--- src/rtl/uart_tx_fifo_if.sv ---
// rtl/uart_tx_fifo_if.sv - write-side valid/ready port of the FIFO-backed UART transmitter
`timescale 1ns/1ps

interface uart_tx_fifo_if #(
    parameter int DATA_W = 8
);
    logic [DATA_W-1:0] wr_data;
    logic              wr_valid;
    logic              wr_ready;

    modport master (output wr_data, output wr_valid, input wr_ready);
    modport slave  (input wr_data, input wr_valid, output wr_ready);
endinterface

--- src/rtl/uart_tx_fifo.sv ---
// rtl/uart_tx_fifo.sv - UART transmitter with write FIFO, runtime baud/frame config, gap-free frames
// Optional break generation (send_break port) is built when UART_TX_BREAK_EN is defined.
`timescale 1ns/1ps

module uart_tx_fifo #(
    parameter  int DATA_W     = 8,
    parameter  int FIFO_DEPTH = 16,
    parameter  int DIV_W      = 16,
    localparam int AW         = $clog2(FIFO_DEPTH),
    localparam int LW         = AW + 1
) (
    input  logic             clk,
    input  logic             rst,
    input  logic             en,
    input  logic [DIV_W-1:0] baud_div,
    input  logic [1:0]       data_len,
    input  logic             parity_en,
    input  logic [1:0]       parity_mode,
    input  logic             stop_bit_size,
`ifdef UART_TX_BREAK_EN
    input  logic             send_break,
`endif
    uart_tx_fifo_if.slave    wr,
    output logic [LW-1:0]    fifo_level,
    output logic             busy,
    output logic             tx
);

    typedef enum logic [2:0] {
        S_IDLE, S_START, S_DATA, S_PARITY, S_STOP1, S_STOP2, S_BREAK, S_GUARD
    } state_t;

    state_t state, state_nx;

    logic [DATA_W-1:0] mem [FIFO_DEPTH];
    logic [AW-1:0]     wr_ptr, rd_ptr;
    logic [LW-1:0]     count;
    logic              push, pop, fifo_empty, fifo_full;

    logic [DATA_W-1:0] word_q;
    logic [1:0]        len_q;
    logic              par_en_q, par_q, stop2_q;
    logic [DIV_W-1:0]  div_q, cnt;
    logic [2:0]        bit_idx, last_idx;
    logic              tick, start_ok, break_req, busy_q, tx_nx;

    logic [DATA_W-1:0] head;
    logic [3:0]        n_bits;
    logic              head_xor, par_bit_nx;

`ifdef UART_TX_BREAK_EN
    assign break_req = send_break;
`else
    assign break_req = 1'b0;
`endif

    assign fifo_empty  = (count == '0);
    assign fifo_full   = (count == LW'(FIFO_DEPTH));
    // A pop on the same edge frees a slot, so a full FIFO still takes the write.
    assign wr.wr_ready = !fifo_full || pop;
    assign push        = wr.wr_valid && wr.wr_ready;
    assign fifo_level  = count;
    assign head        = mem[rd_ptr];

    always_ff @(posedge clk or posedge rst) begin
        if (rst) begin
            wr_ptr <= '0;
            rd_ptr <= '0;
            count  <= '0;
        end else begin
            if (push) wr_ptr <= wr_ptr + AW'(1);
            if (pop)  rd_ptr <= rd_ptr + AW'(1);
            case ({push, pop})
                2'b10:   count <= count + LW'(1);
                2'b01:   count <= count - LW'(1);
                default: count <= count;
            endcase
        end
    end

    always_ff @(posedge clk) begin
        if (push) mem[wr_ptr] <= wr.wr_data;
    end

    // Parity is resolved from the head word at pop time so the frame carries one latched bit.
    always_comb begin
        n_bits   = {2'b00, data_len} + 4'd5;
        head_xor = 1'b0;
        for (int i = 0; i < DATA_W; i++) begin
            if (4'(i) < n_bits) head_xor = head_xor ^ head[i];
        end
        case (parity_mode)
            2'b11:   par_bit_nx = ~head_xor;
            2'b10:   par_bit_nx = head_xor;
            2'b01:   par_bit_nx = 1'b1;
            default: par_bit_nx = 1'b0;
        endcase
    end

    assign tick     = (cnt == div_q);
    assign last_idx = {1'b0, len_q} + 3'd4;
    assign start_ok = en && !fifo_empty && !break_req;

    always_comb begin
        state_nx = state;
        case (state)
            S_IDLE: begin
                if (break_req)     state_nx = S_BREAK;
                else if (start_ok) state_nx = S_START;
            end
            S_START:  if (tick) state_nx = S_DATA;
            S_DATA:   if (tick && bit_idx == last_idx) state_nx = par_en_q ? S_PARITY : S_STOP1;
            S_PARITY: if (tick) state_nx = S_STOP1;
            S_STOP1:  if (tick) state_nx = stop2_q ? S_STOP2 : (start_ok ? S_START : S_IDLE);
            S_STOP2:  if (tick) state_nx = start_ok ? S_START : S_IDLE;
            S_BREAK:  if (!break_req) state_nx = S_GUARD;
            S_GUARD:  if (tick) state_nx = start_ok ? S_START : S_IDLE;
            default:  state_nx = S_IDLE;
        endcase
        pop = (state_nx == S_START) && (state != S_START);
    end

    always_comb begin
        tx_nx = 1'b1;
        case (state)
            S_START, S_BREAK: tx_nx = 1'b0;
            S_DATA:           tx_nx = word_q[bit_idx];
            S_PARITY:         tx_nx = par_q;
            default:          tx_nx = 1'b1;
        endcase
    end

    always_ff @(posedge clk or posedge rst) begin
        if (rst) begin
            state    <= S_IDLE;
            cnt      <= '0;
            bit_idx  <= '0;
            word_q   <= '0;
            len_q    <= '0;
            par_en_q <= 1'b0;
            par_q    <= 1'b0;
            stop2_q  <= 1'b0;
            div_q    <= '0;
            busy_q   <= 1'b0;
            tx       <= 1'b1;
        end else begin
            state  <= state_nx;
            busy_q <= (state != S_IDLE);
            tx     <= tx_nx;
            if (state_nx != state || tick || state == S_IDLE || state == S_BREAK)
                cnt <= '0;
            else
                cnt <= cnt + DIV_W'(1);
            if (pop) begin
                word_q   <= head;
                len_q    <= data_len;
                par_en_q <= parity_en;
                par_q    <= par_bit_nx;
                stop2_q  <= stop_bit_size;
                div_q    <= baud_div;
                bit_idx  <= '0;
            end else if (state == S_DATA && tick) begin
                bit_idx <= bit_idx + 3'd1;
            end
            // The post-break guard period runs at the current divider.
            if (state == S_BREAK && state_nx == S_GUARD) div_q <= baud_div;
        end
    end

    // tx is registered, so busy_q keeps busy high until the last stop bit has left the pin.
    assign busy = (state != S_IDLE) || !fifo_empty || busy_q;

endmodule
--- src/flat_wrapper.sv ---
// flat-port wrapper written by rule: the top's interface ports become plain ports
module uart_tx_fifo_flat 
#(
    parameter  int DATA_W     = 8,
    parameter  int FIFO_DEPTH = 16,
    parameter  int DIV_W      = 16,
    localparam int AW         = $clog2(FIFO_DEPTH),
    localparam int LW         = AW + 1
)
  (clk, rst, en, baud_div, data_len, parity_en, parity_mode, stop_bit_size, fifo_level, busy, tx, wr_wr_data, wr_wr_valid, wr_wr_ready);
  uart_tx_fifo_if #(.DATA_W(DATA_W)) wr_i ();
  input  logic clk;
  input  logic rst;
  input  logic en;
  input  logic [DIV_W-1:0] baud_div;
  input  logic [1:0] data_len;
  input  logic parity_en;
  input  logic [1:0] parity_mode;
  input  logic stop_bit_size;
  output logic [LW-1:0] fifo_level;
  output logic busy;
  output logic tx;
  input wire logic [$bits(wr_i.wr_data)-1:0] wr_wr_data;
  input wire logic [$bits(wr_i.wr_valid)-1:0] wr_wr_valid;
  output wire logic [$bits(wr_i.wr_ready)-1:0] wr_wr_ready;
  assign wr_i.wr_data = wr_wr_data;
  assign wr_i.wr_valid = wr_wr_valid;
  assign wr_wr_ready = wr_i.wr_ready;
  uart_tx_fifo #(.DATA_W(DATA_W), .FIFO_DEPTH(FIFO_DEPTH), .DIV_W(DIV_W)) u_core (.clk(clk), .rst(rst), .en(en), .baud_div(baud_div), .data_len(data_len), .parity_en(parity_en), .parity_mode(parity_mode), .stop_bit_size(stop_bit_size), .wr(wr_i), .fifo_level(fifo_level), .busy(busy), .tx(tx));
endmodule
--- config.mk ---
export PLATFORM = sky130hd
export DESIGN_NAME = uart_tx_fifo_flat
export DESIGN_NICKNAME = d
export VERILOG_FILES = /design/src/rtl/uart_tx_fifo_if.sv /design/src/rtl/uart_tx_fifo.sv /design/src/flat_wrapper.sv
export SDC_FILE = /design/constraint.sdc
export NUM_CORES = 1
export LEC_CHECK = 0
export CORE_MARGIN = 1
export CORE_UTILIZATION = 30
export DETAILED_ROUTE_END_ITERATION = 10
export HOLD_SLACK_MARGIN = 0.03
export MAX_ROUTING_LAYER = met4
export PLACE_DENSITY = 0.49
export SLEW_MARGIN = 5
export SYNTH_ARGS = -nofsm -noshare
export SYNTH_HDL_FRONTEND = slang
export SYNTH_SLANG_ARGS = --single-unit
--- constraint.sdc ---
create_clock -name clk -period 4.8 [get_ports clk]
set_input_delay 1.2 -clock clk [delete_from_list [all_inputs] [get_ports clk]]
set_output_delay 1.2 -clock clk [all_outputs]
set_load 0.02 [all_outputs]
==> flow_summary.yaml <==
sta:
  finalSetupTns_ns: 0
  finalCritPeriodShare_pct: 92.71
  max_freq_mhz: 224.7
  rsz0062_at_grt: "no"
  fin_skew_ns: 0.01206
  min_period_ns: 4.450
  hold_viol_final: 0
  setup_viol: 0
  worst_slew_pin_slew_ns: 1.077
  timing.slew.headroom_pct: 28.10
  final_max_slew_viol_count: 0
global_routing:
  grt_pass1_vias: 4693
  grt_pass1_wl_um: 27400
  grt_max_degree: 51
  grtUsageTotal_pct: 13.37
  antenna_found_initial: 0
  grt_overflow: 0
floorplanning:
  core-area_um2: 27180
  num_io_pins: 42
  dieArea_um2: 28580
  die-height_um: 169.1
  die_w_um: 169.1
  initial_core_util_pct: 30.81
  rows: 60
final_layout:
  drive_gt1_share_pct: 16.70
  stdcell_area_um2: 9864
  nets: 607
  fin_cells: 947
  syn_to_final_growth_pct: 17.81
  antenna_cells: 0
clocking:
  cts_tree: "built"
  cts.sinks: 194
  clkLatencyLatePin_ns: 0.43
  cts-hold-fix-buffers: 0
  path_clk_slew_ns: 0.07
  root_buffer: "clkbuf_16"
  postCtsSetupBuffers: 0
  htreeDepth: 4
  cts_inserted_buffers: 17
  cts-resized-gates: 0
  clock_path_buffers: 2
worst_setup_path:
  critPathLaunch: "u_core.div_q[15]$_DFFE_PP0P_"
  cp_top_family: "buffers and inverters"
  crit_path_start_kind: "register"
  worst_path_largest_cell_delay_ns: 0.66
  required_ns: 3.60
  crit_slowest_cell: "clkdlybuf4s50_1"
  critPathBufInv: 2
  path_max_fanout: 11
  criticalPathCategory: "reg -> out"
  worstPathCellList: "xnor2_1 -> nand4_1 -> nor4_2 -> buf_4 -> a21boi_0 -> o31a_1 -> o21bai_1 -> clkdlybuf4s50_1"
  endpoint_kind: "output port"
  r2r_start: "u_core.div_q[15]$_DFFE_PP0P_"
  arrival_ns: 3.25
place:
  post_dp_cell_area_um2: 9246
  place_congestion: 0.7758
  io_buffers: 41
  hpwlAfterDp_um: 11470
  place_inst: 915
synth:
  syn_avg_cell_area_um2: 16.35
  synth_cells: 512
  synth-edff-count: 128
  synthFlopType: "edfxtp_1"
  yosysMostFrequentCell: "edfxtp_1"
  synth.distinct_cells: 53
  ys_ff_latch: 194
  synth-seq-area-share_pct: 65.65
  yosys_warnings: 0
  yosys.area.top_type_share_pct: 45.91
  syn_nets: 557
  syn_area_um2: 8373
  async_flop_share_pct: 34.02
  synth_top_cell_by_area: "edfxtp_1"
  synth_area_leaders: "edfxtp_1 46%, dfrtp_1 19%, mux4_2 9.4%"
  yosys-top-cells-count: "128 x edfxtp_1, 65 x dfrtp_1, 35 x mux4_2"
status:
  status: "completed"
drt:
  viasPerCell: 4.626
  antenna_left: 0
  drt_iter0_markers: 315
  routedWlPerCell_um: 17.99
  drc: 0
  wirelength_um: 17040
  via_count: 4381
  firstDrtPassIters: 4
worst_hold_path:
  hp-class: "reg -> reg"
  hp-start: "u_core.word_q[3]$_DFFE_PP0P_"
pwr:
  power_leakage_nw: 3.514
  power_density_nw_per_um2: 596.8
  peakVddDrop_mv: 0.2732
  p_total_mw: 5.887
run:
  drv_cap: 0
==> worst reg2reg max path, stage by stage (launching register included) <==
cell and delay (ns):
dfrtp_1 0.41, xnor2_1 0.23, nand4_1 0.18, nor4_2 0.35, buf_4 0.24, nand3_1 0.09
a32o_1 0.29, buf_4 0.17, nor3_1 0.52, ha_1 0.38, a21o_1 0.17, a21o_1 0.20
o21a_1 0.11, a22oi_1 0.15, mux2i_1 0.09
==> per-stage QoR <==
stage | hold WS (ns) | setup WS [ns] | utilization (%)
finish | 0.4916 | 0.3498 | 36.30
detailed placement | 0.4800 | 0.4774 | 34.02
global placement | 0.4629 | 0.4882 | 34.02
floorplan | 0.4524 | 1.238 | -
CTS | 0.4991 | 0.2539 | 36.30
global route | 0.5246 | 0.09873 | 36.30
==> final timing paths <==
check,end,slack [ns],depth (start not counted)
setup reg to reg,u_core.fifo_level[4]$_DFFE_PP0P_,1.11,14
max in group asynchronous,u_core.div_q[3]$_DFFE_PP0P_,2.59,3
setup / recovery,wr_wr_ready,0.35,8
hold / removal,u_core.word_q[3]$_DFFE_PP0P_,0.49,1
hold reg to reg,u_core.word_q[3]$_DFFE_PP0P_,0.49,1
min in group asynchronous,u_core.state[2]$_DFF_PP0_,1.36,2
==> registers in the layout, indices dropped and copies added, names as in the netlist <==
signal,cells
u_core.bit_idx,3
u_core.busy_q,1
u_core.cnt,16
u_core.div_q,16
u_core.fifo_level,5
u_core.len_q,2
u_core.mem,128
u_core.par_en_q,1
u_core.par_q,1
u_core.rd_ptr,4
u_core.state,3
u_core.stop2_q,1
u_core.tx,1
u_core.word_q,8
u_core.wr_ptr,4
==> layer usage <==
layer,wire [µm],GRT usage (%),up-vias
met5,0,-,-
li1,-,-,2060
met1,8074,17.40,2262
met2,8417,21.15,45
met4,168,4.387,0
met3,377,2.455,14
==> kinds of logic (layout without fill, tap and decap cells) <==
kind of cell	count (synthesis)	in the layout	share of synthesized area [%]
xor+xnor	49	49	5.305
buf+inv	31	94	1.927
simple gates	115	115	7.158
compound gates	41	41	3.676
mux	71	71	14.55
flops	194	194	65.65
fa+ha+maj	11	11	1.733
==> cell type report <==
class	instances	area [µm²]
fill	2625	17310
clock inverter	13	175.2
sequential	194	5498
inverter	9	33.78
timing repair buffer	53	525.5
tap	372	465.4
multi-input combinational	287	2724
clock buffer	19	442.9
==> layout by cell type, fill, tap and decap left out, types with 17 or more instances in the layout <==
master             n
nand3_1           19
clkbuf_16         17
xnor2_1           34
dfrtp_1           64
nor2_1            31
edfxtp_1         128
mux2_1            22
clkdlybuf4s50_1   41
and3_1            19
mux4_2            35
==> where the power goes <==
group          switching (mW)  internal [mW]
sequential              0.273           2.11
clock                   0.649          0.845
combinational           0.967           1.04
Power figures use the tool's default switching activity.
